==> config.mk <==
export PLATFORM = sky130hd
export DESIGN_NAME = fp_seq_subtractor
export DESIGN_NICKNAME = d
export VERILOG_FILES = /design/src/rtl/fp_seq_subtractor.sv
export SDC_FILE = /design/constraint.sdc
export NUM_CORES = 1
export LEC_CHECK = 0
export BUFFER_PORTS_ARGS = -buffer_cell sky130_fd_sc_hd__clkbuf_2
export CAP_MARGIN = 0
export CORE_MARGIN = 5
export CORE_UTILIZATION = 60
export CTS_BUF_LIST = sky130_fd_sc_hd__clkbuf_8
export CTS_CLUSTER_SIZE = 28
export DETAILED_ROUTE_END_ITERATION = 7
export GPL_TIMING_DRIVEN = 0
export HOLD_SLACK_MARGIN = 0.08
export PLACE_DENSITY = 0.9
export SKIP_LAST_GASP = 1
export SLEW_MARGIN = 20
export SYNTH_ARGS = -nofsm -noshare
export SYNTH_HDL_FRONTEND = slang
export SYNTH_SLANG_ARGS = --single-unit
==> constraint.sdc <==
create_clock -name clk -period 16.65 [get_ports clk]
set_clock_uncertainty 0.15 [all_clocks]
set_input_delay 0.8325 -clock clk [delete_from_list [all_inputs] [get_ports clk]]
set_output_delay 0.8325 -clock clk [all_outputs]
set_load 0.03 [all_outputs]
==> src/rtl/fp_seq_subtractor.sv <==
// Sequential magnitude subtractor |A| - |B| for IEEE-754 single precision, truncating, no special values.
// Define FP_SEQ_SUB_SERIAL_NORM_EN to normalise one bit per cycle instead of with a full shifter.
module fp_seq_subtractor (
  input  logic        clk,
  input  logic        rst,
  input  logic [31:0] A,
  input  logic [31:0] B,
  input  logic        in_valid,
  output logic        in_ready,
  output logic [31:0] Out,
  output logic        out_valid,
  input  logic        out_ready
);

  typedef enum logic [2:0] {IDLE, ALIGN, SUB, NORM, DONE} state_t;

  state_t      state_q, state_d;
  logic [30:0] a_q, a_d, b_q, b_d;
  logic        sign_q, sign_d;
  logic [7:0]  ex_q, ex_d;
  logic [23:0] mx_q, mx_d, my_q, my_d;
  logic [23:0] d_q, d_d;
  logic [31:0] out_q, out_d;

  // Sign bits of the operands play no part in a magnitude subtraction.
  logic unused_sign;
  assign unused_sign = A[31] ^ B[31];

  logic [7:0]  ea, eb, ex_w, ey_w, sh_w;
  logic [23:0] ma, mb, mx_w, my_w, my_sh;
  logic        b_gt;

  assign ea    = a_q[30:23];
  assign eb    = b_q[30:23];
  assign ma    = (ea != 8'd0) ? {1'b1, a_q[22:0]} : 24'd0;
  assign mb    = (eb != 8'd0) ? {1'b1, b_q[22:0]} : 24'd0;
  assign b_gt  = {eb, mb} > {ea, ma};
  assign ex_w  = b_gt ? eb : ea;
  assign ey_w  = b_gt ? ea : eb;
  assign mx_w  = b_gt ? mb : ma;
  assign my_w  = b_gt ? ma : mb;
  assign sh_w  = ex_w - ey_w;
  assign my_sh = (sh_w >= 8'd24) ? 24'd0 : (my_w >> sh_w);

`ifndef FP_SEQ_SUB_SERIAL_NORM_EN
  function automatic logic [4:0] lzc(input logic [23:0] v);
    lzc = 5'd24;
    for (int i = 0; i < 24; i++) begin
      if (v[i]) lzc = 5'(23 - i);
    end
  endfunction

  logic [4:0]  lz_w;
  logic [22:0] frac_w;
  logic        flush_w;

  assign lz_w    = lzc(d_q);
  assign frac_w  = 23'(d_q << lz_w);
  assign flush_w = (d_q == 24'd0) || (ex_q <= {3'b000, lz_w});
`endif

  always_comb begin
    state_d = state_q;
    a_d     = a_q;
    b_d     = b_q;
    sign_d  = sign_q;
    ex_d    = ex_q;
    mx_d    = mx_q;
    my_d    = my_q;
    d_d     = d_q;
    out_d   = out_q;
    case (state_q)
      IDLE: begin
        if (in_valid) begin
          a_d     = A[30:0];
          b_d     = B[30:0];
          state_d = ALIGN;
        end
      end
      ALIGN: begin
        sign_d  = b_gt;
        ex_d    = ex_w;
        mx_d    = mx_w;
        my_d    = my_sh;
        state_d = SUB;
      end
      SUB: begin
        d_d     = mx_q - my_q;
        state_d = NORM;
      end
      NORM: begin
`ifdef FP_SEQ_SUB_SERIAL_NORM_EN
        if (d_q == 24'd0) begin
          out_d   = 32'd0;
          state_d = DONE;
        end else if (d_q[23]) begin
          out_d   = {sign_q, ex_q, d_q[22:0]};
          state_d = DONE;
        end else if (ex_q <= 8'd1) begin
          // Another shift would take the exponent to zero: flush to +0.
          out_d   = 32'd0;
          state_d = DONE;
        end else begin
          d_d  = {d_q[22:0], 1'b0};
          ex_d = ex_q - 8'd1;
        end
`else
        if (flush_w) out_d = 32'd0;
        else         out_d = {sign_q, ex_q - {3'b000, lz_w}, frac_w};
        state_d = DONE;
`endif
      end
      DONE: begin
        if (out_ready) state_d = IDLE;
      end
      default: state_d = IDLE;
    endcase
  end

  always_ff @(posedge clk or posedge rst) begin
    if (rst) begin
      state_q <= IDLE;
      a_q     <= '0;
      b_q     <= '0;
      sign_q  <= 1'b0;
      ex_q    <= '0;
      mx_q    <= '0;
      my_q    <= '0;
      d_q     <= '0;
      out_q   <= '0;
    end else begin
      state_q <= state_d;
      a_q     <= a_d;
      b_q     <= b_d;
      sign_q  <= sign_d;
      ex_q    <= ex_d;
      mx_q    <= mx_d;
      my_q    <= my_d;
      d_q     <= d_d;
      out_q   <= out_d;
    end
  end

  assign in_ready  = (state_q == IDLE);
  assign out_valid = (state_q == DONE);
  assign Out       = out_q;

endmodule
==> Word-level counts from Yosys, hierarchy flattened <==
Cells that the tools add are included.
{ "classes": {"n_addsub": 3, "order_cmp": 3, "n_eq_ne": 6, "shift": 2, "mux": 35, "reduce_logical": 7} }
{ "ops": {"columns": ["operator", "n"], "rows": [
  ["2-to-1 mux 24 bit", 5],
  ["2-to-1 mux 5 bit", 23],
  ["> comparator 32 bit", 1],
  ["2-to-1 mux 32 bit", 1],
  ["zero test 24 bit", 1],
  ["left shift 24 x 5 -> 23 bit", 1],
  [">> shifter 24 x 8 -> 24 bit", 1],
  ["subtractor 24 bit", 1],
  ["2-to-1 mux 8 bit", 2],
  ["nonzero test 8 bit", 2],
  ["one-hot mux 3 bit (5 select lines)", 1],
  ["greater-or-equal comparator 8 x 5 -> 1 bit, second input constant", 1],
  ["less-or-equal comparator 8 x 5 -> 1 bit", 1],
  ["subtractor 8 x 5 -> 8 bit", 1],
  ["subtractor 8 bit", 1],
  ["== test 3 x 2 -> 1 bit, second input constant", 2],
  ["2-to-1 mux 3 bit", 2],
  ["2-to-1 mux 4 bit", 1],
  ["AND reduction 2 bit", 2],
  ["== test 3 x 1 -> 1 bit, second input constant", 1],
  ["== test 3 bit, second input constant", 1],
  ["zero test 3 bit", 1],
  ["inequality test 2 x 1 -> 1 bit, second input constant", 1],
  ["inequality test 2 bit, second input constant", 1],
  ["logical OR 1 bit", 1]
]} }
{ "word_totals": {"reg_bits": 178, "in_bits": 68, "out_inout_bits": 34, "elab_cells": 65} }

==> Longest topological paths before layout <==
{ "depth": {"word_depth": 27, "mapped_depth": 24, "depth_no_buf": 21} }

==> Worst setup path before layout <==
OpenSTA, ideal clock, no wires.
{ "synth_path": {"kind": "register to register", "start": "register b_q[24]", "end": "register my_q[16]", "setup_ps": 96, "t_arrival_ps": 5362, "required_ps": 16404, "path_slack_ps": 11042, "path_stages_with_launch": 24, "path_buffers": 3, "synth_period_minus_slack_ps": 5608, "cell_sequence": "dfrtp_1 -> clkbuf_1 -> nor4_1 -> nand2_1 -> clkbuf_1 -> nand2_1 -> inv_1 -> ha_1 -> a21o_1 -> a211o_1 -> o221a_1 -> o31a_1 -> a41oi_2 -> mux2i_1 -> ha_1 -> o21ai_0 -> o21ai_0 -> a21oi_1 -> mux2i_1 -> a311o_1 -> or4_4 -> a211o_1 -> buf_2 -> o32ai_2"} }
{ "synth_via": {"elab_chain_len": 7, "elab_cells_between_ends": 10, "cone_classes": "1 x add/sub; 2 x order compare; 1 x shift; 5 x mux; 1 x reduce/logical"} }
{ "synth_rtl": {"columns": ["element", "line", "source"], "rows": [
  ["start: declaration", "18", "logic [30:0] a_q, a_d, b_q, b_d;"],
  ["start signal: assignment", "124", "b_q <= '0;"],
  ["start signal: assignment", "134", "b_q <= b_d;"],
  ["nonzero test 8 bit", "36", "assign mb = (eb != 8'd0) ? {1'b1, b_q[22:0]} : 24'd0;"],
  ["2-to-1 mux 24 bit", "36", null],
  ["> comparator 32 bit", "37", "assign b_gt = {eb, mb} > {ea, ma};"],
  ["2-to-1 mux 8 bit (on tied branches)", "38, 39", null],
  ["subtractor 8 bit", "42", "assign sh_w = ex_w - ey_w;"],
  [">> shifter 24 x 8 -> 24 bit or greater-or-equal comparator 8 x 5 -> 1 bit (tied branches)", "43", "assign my_sh = (sh_w >= 8'd24) ? 24'd0 : (my_w >> sh_w);"],
  ["2-to-1 mux 24 bit *", "43", null],
  ["end signal: assignment", "138", "my_q <= my_d;"],
  ["end: declaration", "21", "logic [23:0] mx_q, mx_d, my_q, my_d;"]
]} }
Every way passes the cells marked *; elsewhere a longest branch is shown, timed or not.
A chain may end at the register's enable or synchronous reset.

==> Worst setup path in the final report <==
{ "layout_path": {"start": "register b_q[24]", "end": "register my_q[1]"} }
The elaborated chain is that of the path after synthesis.

==> impl_metrics.py <==
metrics = {
    "run_status": {
        "status": "complete, no violations",
    },
    "clocking": {
        "clock_path_buffers": 2,
        "cts_tree": "built",
        "cts_sinks": 178,
        "cts_setup_buffers": 0,
        "ctsResizeCount": 0,
        "clockRootBuffer": "clkbuf_8",
        "h-tree-depth": 4,
        "insertion_delay_ns": 0.49,
        "holdBufCountCts": 0,
        "clkTransAtPathRegs_ns": 0.10,
        "numCtsBuffers": 17,
    },
    "placement": {
        "dp_slack_ns": 9.81,
        "port_buffers": 99,
        "dp_hpwl_um": 26300,
        "place_congestion": 0.986,
    },
    "sta": {
        "final-hold-violation-count": 0,
        "maxSlewViolCount": 0,
        "rsz0062_at_grt": "false",
        "fmax_mhz": 140,
        "worst_pin_slew_ns": 1.07,
        "finalSetupViolCount": 0,
        "max_slew_margin_pct": 28.3,
        "fin_crit_ns": 7.14,
        "fin_ws_ns": 9.51,
        "hold_slack_ns": 0.256,
        "final.setup.tns_ns": 0,
        "finalCritPeriodShare_pct": 42.9,
    },
    "yosys": {
        "synth.top_cell.area_share_pct": 36.2,
        "synth_common_cells": "nand2_1 (182), dfrtp_1 (178), o21ai_0 (113)",
        "synth_area_leader_cell": "dfrtp_1",
        "synthesis.nets": 1450,
        "yosys_warnings": 0,
        "async_flop_share_pct": 100,
        "synth_cell_type_count": 74,
        "ys.flop_type": "dfrtp_1",
        "yosys-top-cells-area": "dfrtp_1 (36%), mux2i_1 (7.3%), mux2_2 (6.6%)",
        "netlist_area_mm2": 0.0123,
        "ys_seq_elements": 178,
        "synth_cells": 1319,
        "synth_edf_count": 0,
        "synth_most_common_cell": "nand2_1",
        "syn_area_per_cell_um2": 9.33,
        "synth.yosys.seq_area_share_pct": 36.2,
    },
    "cells_and_area": {
        "fin_util_pct": 67.1,
        "areaGrowthSynthToFinish_pct": 10.3,
        "fillers": 1576,
        "seq_area_mm2": 0.00445,
        "antenna_cells": 0,
        "multi_input_area_mm2": 0.00724,
        "fin_nets": 1569,
        "drive_gt1_share_pct": 18.1,
    },
    "setup_path": {
        "cp-end-kind": "flop",
        "worstPathArrival_ns": 7.31,
        "path_cells": "clkbuf_1 > nor4_1 > nand2_1 > clkbuf_1 > nand2_1 > inv_1 > ha_1 > a21o_1 > a211o_1 > o221a_1 > o31a_1 > a41oi_2 > mux2i_1 > ha_1 > o21ai_0 > o21ai_0 > a21oi_1 > mux2i_1 > a311o_1 > o211a_1 > mux2i_1 > a211o_1 > clkbuf_1 > o221ai_1",
        "cp_max_fo": 10,
        "crit_path_start_kind": "flop",
        "required_ns": 16.82,
        "crit_type": "flop to flop",
        "cpPeakStageDelay_ns": 0.53,
        "critPathSlowestCell": "clkbuf_1",
    },
    "global_route": {
        "grt_max_degree": 92,
        "grt_pass1_wl_um": 55200,
        "grt_pass1_vias": 10800,
        "grt_usage_pct": 28.7,
        "antenna_found_initial": 0,
        "overflow": 0,
    },
    "routing": {
        "drtAntennaViolNets": 0,
        "viasPerCell": 6.33,
        "vias": 10900,
        "drc": 0,
        "drtIter0Drc": 904,
        "wire_per_inst_um": 19.6,
        "drt-total-wl_um": 33700,
        "drtPass1Iterations": 6,
    },
    "run": {
        "maxCapViolations": 0,
    },
    "floorplan": {
        "die_y_um": 153,
        "start_util_pct": 60.8,
        "die_w_um": 153,
        "fp.coreArea_mm2": 0.0202,
        "die_area_mm2": 0.0235,
        "rows": 52,
        "io_pins": 102,
    },
    "hold_path": {
        "hp-class": "input port to async pin",
    },
}
## layer usage
metal	wire length [µm]	GRT usage (%)	up-vias
li1	-	-	5039
met1	13500	35.3	5272
met2	16500	49.5	476
met3	2030	4.38	105
met4	1650	13.7	0
met5	0	0	-
## layout by cell type (no fill, tap or decap), drive strengths merged, types with 46 or more instances in the layout
cell | netlist | layout
dfrtp | 178 | 178
mux2i | 90 | 90
mux2 | 72 | 72
ha | 61 | 61
inv | 83 | 88
nor2 | 71 | 71
o21ai | 113 | 113
a21oi | 46 | 46
clkbuf | 54 | 171
nand2 | 182 | 182
## kinds of logic (layout without fill, tap and decap cells)
| kind of cell | after synthesis | after routing | share of synthesized area [%] |
|---|---|---|---|
| AND/OR/NAND/NOR | 386 | 386 | 14.4 |
| AO/OA/AOI/OAI | 319 | 319 | 17.1 |
| multiplexers | 190 | 190 | 19.0 |
| flip-flops | 178 | 178 | 36.2 |
| buffers and inverters | 157 | 288 | 4.92 |
| adder cells (fa/ha/maj) | 63 | 63 | 6.53 |
| XOR/XNOR | 26 | 26 | 1.85 |
## through the flow
step | instance area [µm²] | instances
floorplan | 12300 | 1319
global placement | 13100 | 1688
detailed placement | 13200 | 1689
CTS | 13600 | 1720
global route | 13600 | 1720
finish | 13600 | 1720
## layout make-up
| class | count | area share (%) |
|---|---|---|
| multi-input combinational | 984 | 53.4 |
| tap | 270 | 2.49 |
| inverter | 83 | 2.35 |
| clock buffer | 18 | 1.83 |
| sequential | 178 | 32.8 |
| buffer | 74 | 2.17 |
| timing repair buffer | 100 | 3.85 |
| clock inverter | 13 | 1.11 |
## path summary, 6_finish.rpt
path | startpoint | slack [ns] | cells past startpoint | to
worst max register to register | b_q[24]$_DFFE_PP0P_ | 9.51 | 24 | my_q[1]$_DFFE_PP0P_
max in group asynchronous | rst | 15.22 | 3 | a_q[20]$_DFFE_PP0P_
worst max-delay path | b_q[24]$_DFFE_PP0P_ | 9.51 | 24 | my_q[1]$_DFFE_PP0P_
worst min-delay path | rst | 0.26 | 2 | Out[4]$_DFFE_PP0P_
worst min register to register | Out[5]$_DFFE_PP0P_ | 0.34 | 2 | Out[5]$_DFFE_PP0P_
min in group clk | Out[5]$_DFFE_PP0P_ | 0.34 | 2 | Out[5]$_DFFE_PP0P_
## flip-flops by register name, indices dropped and copies added (netlist names)
name and flops:
mx_q 24, b_q 31, my_q 24, d_q 24, sign_q 1, a_q 31
state_q 3, ex_q 8, Out 32
## critical path, delay by kind of cell (launching register included)
kind / cells / cell delay [ns]
AOI/OAI and AO/OA: 12 / 3.24
buffers and inverters: 4 / 1.39
muxes: 3 / 0.66
and+or+nand+nor: 3 / 0.61
adders and majority gates: 2 / 0.54
DFF: 1 / 0.38
Power is left out: the tool's default activity adds up to more than one toggle a clock period on the data nets, which glitch-free logic cannot reach.
